==> config.mk <==
export PLATFORM = sky130hd
export DESIGN_NAME = uart_tx
export DESIGN_NICKNAME = d
export VERILOG_FILES = /design/src/rtl/uart_pkg.sv /design/src/rtl/uart_bit_timer.sv /design/src/rtl/uart_tx.sv
export SDC_FILE = /design/constraint.sdc
export NUM_CORES = 1
export LEC_CHECK = 0
export CAP_MARGIN = 20
export CELL_PAD_IN_SITES_DETAIL_PLACEMENT = 2
export CELL_PAD_IN_SITES_GLOBAL_PLACEMENT = 2
export CORE_UTILIZATION = 33
export CTS_BUF_LIST = sky130_fd_sc_hd__clkbuf_16
export DETAILED_ROUTE_END_ITERATION = 16
export HOLD_SLACK_MARGIN = 0.08
export MAX_ROUTING_LAYER = met4
export PLACE_DENSITY_LB_ADDON = 0.1
export RECOVER_POWER = 50
export SLEW_MARGIN = 20
export SYNTH_ARGS = -nofsm -noshare
export SYNTH_HDL_FRONTEND = slang
export SYNTH_SLANG_ARGS = --single-unit
export TNS_END_PERCENT = 5
==> constraint.sdc <==
create_clock -name clk -period 2.4 [get_ports clk]
set_input_delay 0.48 -clock clk [delete_from_list [all_inputs] [get_ports clk]]
set_output_delay 0.48 -clock clk [all_outputs]
set_load 0.03 [all_outputs]
==> src/rtl/uart_pkg.sv <==
// Shared definitions for the UART transmitter: FSM state encoding and
// default frame geometry.
package uart_pkg;

    typedef enum logic [1:0] {
        IDLE  = 2'd0,
        START = 2'd1,
        DATA  = 2'd2,
        STOP  = 2'd3
    } state_t;

    localparam int DEFAULT_B    = 8;
    localparam int DEFAULT_DVSR = 16;

endpackage

==> src/rtl/uart_bit_timer.sv <==
// Bit-period counter: counts 0..DVSR-1 and pulses tick on the last count.
// A synchronous clear restarts the period from zero.
module uart_bit_timer
    import uart_pkg::*;
#(
    parameter int DVSR = DEFAULT_DVSR
) (
    input  logic clk,
    input  logic reset,
    input  logic clr,
    output logic tick
);

    localparam int CW = (DVSR > 1) ? $clog2(DVSR) : 1;

    logic [CW-1:0] cnt_q;
    logic [CW-1:0] cnt_d;

    assign tick = (cnt_q == CW'(DVSR - 1));

    always_comb begin
        cnt_d = cnt_q + CW'(1);
        if (clr || tick) begin
            cnt_d = '0;
        end
    end

    always_ff @(posedge clk) begin
        if (reset) begin
            cnt_q <= '0;
        end else begin
            cnt_q <= cnt_d;
        end
    end

endmodule

==> src/rtl/uart_tx.sv <==
// UART transmitter that pops bytes straight from a FIFO read port and
// serialises them as start bit, B data bits (LSB first) and one stop bit.
module uart_tx
    import uart_pkg::*;
#(
    parameter int B    = DEFAULT_B,
    parameter int DVSR = DEFAULT_DVSR
) (
    input  logic         clk,
    input  logic         reset,
    input  logic         fifo_empty,
    input  logic [B-1:0] fifo_r_data,
    output logic         fifo_rd,
    output logic         tx,
    output logic         tx_busy,
    output logic         tx_done_tick
);

    localparam int IW = $clog2(B);

    state_t        state_q, state_d;
    logic [IW-1:0] idx_q, idx_d;
    logic [B-1:0]  shift_q, shift_d;
    logic          tx_q, tx_d;
    logic          rd_req;
    logic          tick;
    logic          timer_clr;

    // The timer sits at zero in IDLE and restarts on every state change,
    // so each phase is exactly one bit period long.
    assign timer_clr = (state_q == IDLE) || (state_d != state_q);

    uart_bit_timer #(.DVSR(DVSR)) u_timer (
        .clk   (clk),
        .reset (reset),
        .clr   (timer_clr),
        .tick  (tick)
    );

    always_comb begin
        state_d = state_q;
        idx_d   = idx_q;
        shift_d = shift_q;
        tx_d    = tx_q;
        rd_req  = 1'b0;
        case (state_q)
            IDLE: begin
                if (!fifo_empty) begin
                    rd_req  = 1'b1;
                    shift_d = fifo_r_data;
                    tx_d    = 1'b0;
                    state_d = START;
                end
            end
            START: begin
                if (tick) begin
                    tx_d    = shift_q[0];
                    state_d = DATA;
                end
            end
            DATA: begin
                if (tick) begin
                    if (idx_q == IW'(B - 1)) begin
                        idx_d   = '0;
                        tx_d    = 1'b1;
                        state_d = STOP;
                    end else begin
                        idx_d   = idx_q + IW'(1);
                        shift_d = shift_q >> 1;
                        tx_d    = shift_q[1];
                    end
                end
            end
            STOP: begin
                if (tick) begin
                    state_d = IDLE;
                end
            end
            default: begin
                state_d = IDLE;
            end
        endcase
    end

    always_ff @(posedge clk) begin
        if (reset) begin
            state_q <= IDLE;
            idx_q   <= '0;
            shift_q <= '0;
            tx_q    <= 1'b1;
        end else begin
            state_q <= state_d;
            idx_q   <= idx_d;
            shift_q <= shift_d;
            tx_q    <= tx_d;
        end
    end

    // The pop strobe must stay low while reset is held, even in IDLE.
    assign fifo_rd      = rd_req && !reset;
    assign tx           = tx_q;
    assign tx_busy      = (state_q != IDLE);
    assign tx_done_tick = (state_q == STOP) && tick;

endmodule

==> impl_metrics.json <==
{
  "status": "finished clean",
  "first_iter_violations": 31,
  "crit_path_max_incr_delay_ns": 0.46,
  "synthesis.nets": 134,
  "layout.nets": 151,
  "dp_hpwl_mm": 2.22,
  "io_buffers": 14,
  "cts_root_buf": "clkbuf_16",
  "slowest_stage": "dfxtp_1",
  "synth_cell_types": 40,
  "ant_nets": 0,
  "synth_top_family_by_area": "compound AO/OA/AOI/OAI gates",
  "finish.utilization": 0.442,
  "max_cap_violations": 0,
  "path_cells": "inv_1, ha_1, clkbuf_1, and2_0, a211o_4, a211oi_1",
  "vias": 953,
  "yosys.area_share.simple": 0.174,
  "path_class": "flop to flop",
  "drv_slew": 0,
  "setup_tns_ns": 0,
  "hold_viol": 0,
  "syn_avg_cell_area_sq_um": 9.49,
  "clk_pin_slew_ns": 0.06,
  "totalWireLength_mm": 3.03,
  "netlist_instances": 116,
  "n_antenna_cell": 0,
  "leakage_nw": 0.584,
  "die_h_um": 59.8,
  "cts_buffers": 3,
  "muxShareOfSynthArea": 0.0932,
  "drt-pass1-iter-count": 4,
  "worstPathRequired_ns": 2.54,
  "final-instance-count-excl-fill": 176,
  "die-area_sq_um": 3570,
  "final_cell_mix": "dfxtp_1 (18), clkdlybuf4s50_1 (10), inv_1 (9)",
  "die_x_um": 59.8,
  "core_sq_um": 3100,
  "cp-end-kind": "flop",
  "grt_overflow_total": 0,
  "htreeDepth": 1,
  "finalCritPeriodShare": 0.893,
  "ir_drop_mv": 0.294,
  "drt-wirelength-per-cell_um": 17.2,
  "layout_min_cycle_time_ns": 2.14,
  "yosysWarnings": 0,
  "p_per_area_nw_per_um2": 604,
  "insertion_delay_ns": 0.25,
  "fillCellCount": 353,
  "synth-seq-cells": 18,
  "ys_seq_area_frac": 0.327,
  "dp.cells": 172,
  "multi_input_area_sq_um": 643,
  "synth-xor-area-share": 0.00795,
  "async_flop_share": 0,
  "worstSetupStartpointType": "flop",
  "max_freq_mhz": 467,
  "syn-cell-area_sq_um": 1100,
  "antenna_found_initial": 0,
  "layout-drive-gt1-share": 0.174,
  "vias_per_cell": 5.41,
  "final_common_cell": "dfxtp_1",
  "row_count": 20,
  "seq_area_sq_um": 360,
  "synth_compound_area_frac": 0.240,
  "path_delay_family": "compound AO/OA/AOI/OAI gates",
  "grt_max_degree": 26,
  "path_buf_inv": 2,
  "grt_pass1_vias": 985,
  "finalSetupViolations": 0,
  "synth-edff-count": 0,
  "cts_tree": "done",
  "ys.flop_type": "dfxtp_1",
  "reg2reg_slack_ns": 0.26,
  "cts.sinks": 18,
  "drc": 0,
  "finClkSkew_ns": 0.00377,
  "grt_pass1_wl_mm": 5.00,
  "io_pins": 15,
  "maxSlewHeadroom": 0.659,
  "tightestPinTransition_ns": 0.499,
  "cp.arrival_ns": 2.28,
  "initial_utilization": 0.355,
  "post_cts_buffers": 0,
  "hp-class": "flop to flop",
  "critPathMaxFanout": 8,
  "synth-adder-area-share": 0.0795,
  "rsz0062_at_grt": "no",
  "grtUsageTotal": 0.200,
  "gp_congestion": 0.714,
  "clock_path_buffers": 2,
  "area_delta_synth_final_pct": 24.5
}
-- metal layers --
| layer | up-vias | track usage | routed length [um] |
|---|---|---|---|
| li1 | 464 | - | - |
| met1 | 478 | 0.227 | 1340 |
| met2 | 9 | 0.352 | 1600 |
| met3 | 2 | 0.0390 | 74 |
| met4 | 0 | 0.0598 | 22 |
| met5 | - | - | 0 |
-- power by group --
part | leakage (nW) | internal (mW) | switching, mW
Clock | 0.0385 | 0.222 | 0.119
Sequential | 0.148 | 0.322 | 0.0158
Combinational | 0.398 | 0.0695 | 0.0798
Total | 0.584 | 0.613 | 0.215
-- path summary, 6_finish.rpt --
kind | startpoint | cells after the start | to
setup / recovery | state_q[1]$_SDFF_PP0_ | 6 | shift_q[0]$_SDFFE_PP0P_
hold / removal | shift_q[5]$_SDFFE_PP0P_ | 2 | shift_q[5]$_SDFFE_PP0P_
setup reg to reg | state_q[1]$_SDFF_PP0_ | 6 | shift_q[0]$_SDFFE_PP0P_
hold reg to reg | shift_q[5]$_SDFFE_PP0P_ | 2 | shift_q[5]$_SDFFE_PP0P_
-- metrics by stage --
stage | power, mW | hold WS, ns | setup slack [ns] | cell area (sq um)
final | 0.828 | 0.459 | 0.257 | 1370
after global routing | 0.864 | 0.481 | 0.123 | 1370
after CTS | 0.841 | 0.461 | 0.101 | 1380
after detailed placement | 0.497 | 0.451 | 0.268 | 1310
after global placement | 0.489 | 0.443 | 0.344 | 1310
after floorplan | 0.435 | 0.430 | 0.557 | 1100
-- cells in the mapped netlist (all sizes together), types with 2 or more instances --
master   instances  area (sq um)
mux2i            2          20.0
a31oi            3          18.8
a311oi           2          23.8
and2             2          12.5
a211oi           7          52.6
ha               7          87.6
nand2            5          18.8
buf              5          37.5
mux2             7          82.6
inv              9          33.8
a21o             2          16.3
or3              2          12.5
clkbuf           4          15.0
nor2             6          22.5
nand4            2          12.5
dfxtp           18           360
nand3            3          15.0
a2111oi          6          52.6
o21ai            2          10.0
a21oi            5          25.0
nor2b            3          26.3
-- flip-flops by register name (all words and copies together) (netlist names) --
signal / cells
state_q: 2
tx: 1
idx_q: 3
shift_q: 8
u_timer.cnt_q: 4
-- timing repair --
item | 4_1_cts | 5_1_grt
pin swaps | 0 | 0
setup endpoints to repair | 1 | 1
gates cloned | 0 | 0
resized for setup | 1 | 1
hold buffers | 0 | 0
-- cell type report --
cell class,instances,area share
Clock buffer,3,0.0547
Clock inverter,1,0.00274
Inverter,9,0.0246
Multi-Input combinational cell,80,0.469
Sequential cell,18,0.263
Tap cell,44,0.0401
Timing Repair Buffer,21,0.146
-- cells by family (layout without fill, tap and decap cells) --
logic type	after synthesis	in the layout
AOI/OAI and AO/OA	33	33
and+or+nand+nor	30	30
DFF	18	18
buffers and inverters	18	34
muxes	9	9
adders and majority gates	7	7
xor gates and xnor gates	1	1
-- tightest hold or removal path: stages (launching register included) --
cell,delay [ns]
dfxtp_1,0.31
inv_1,0.05
a211oi_1,0.05
(Power assumes the default switching activity.)
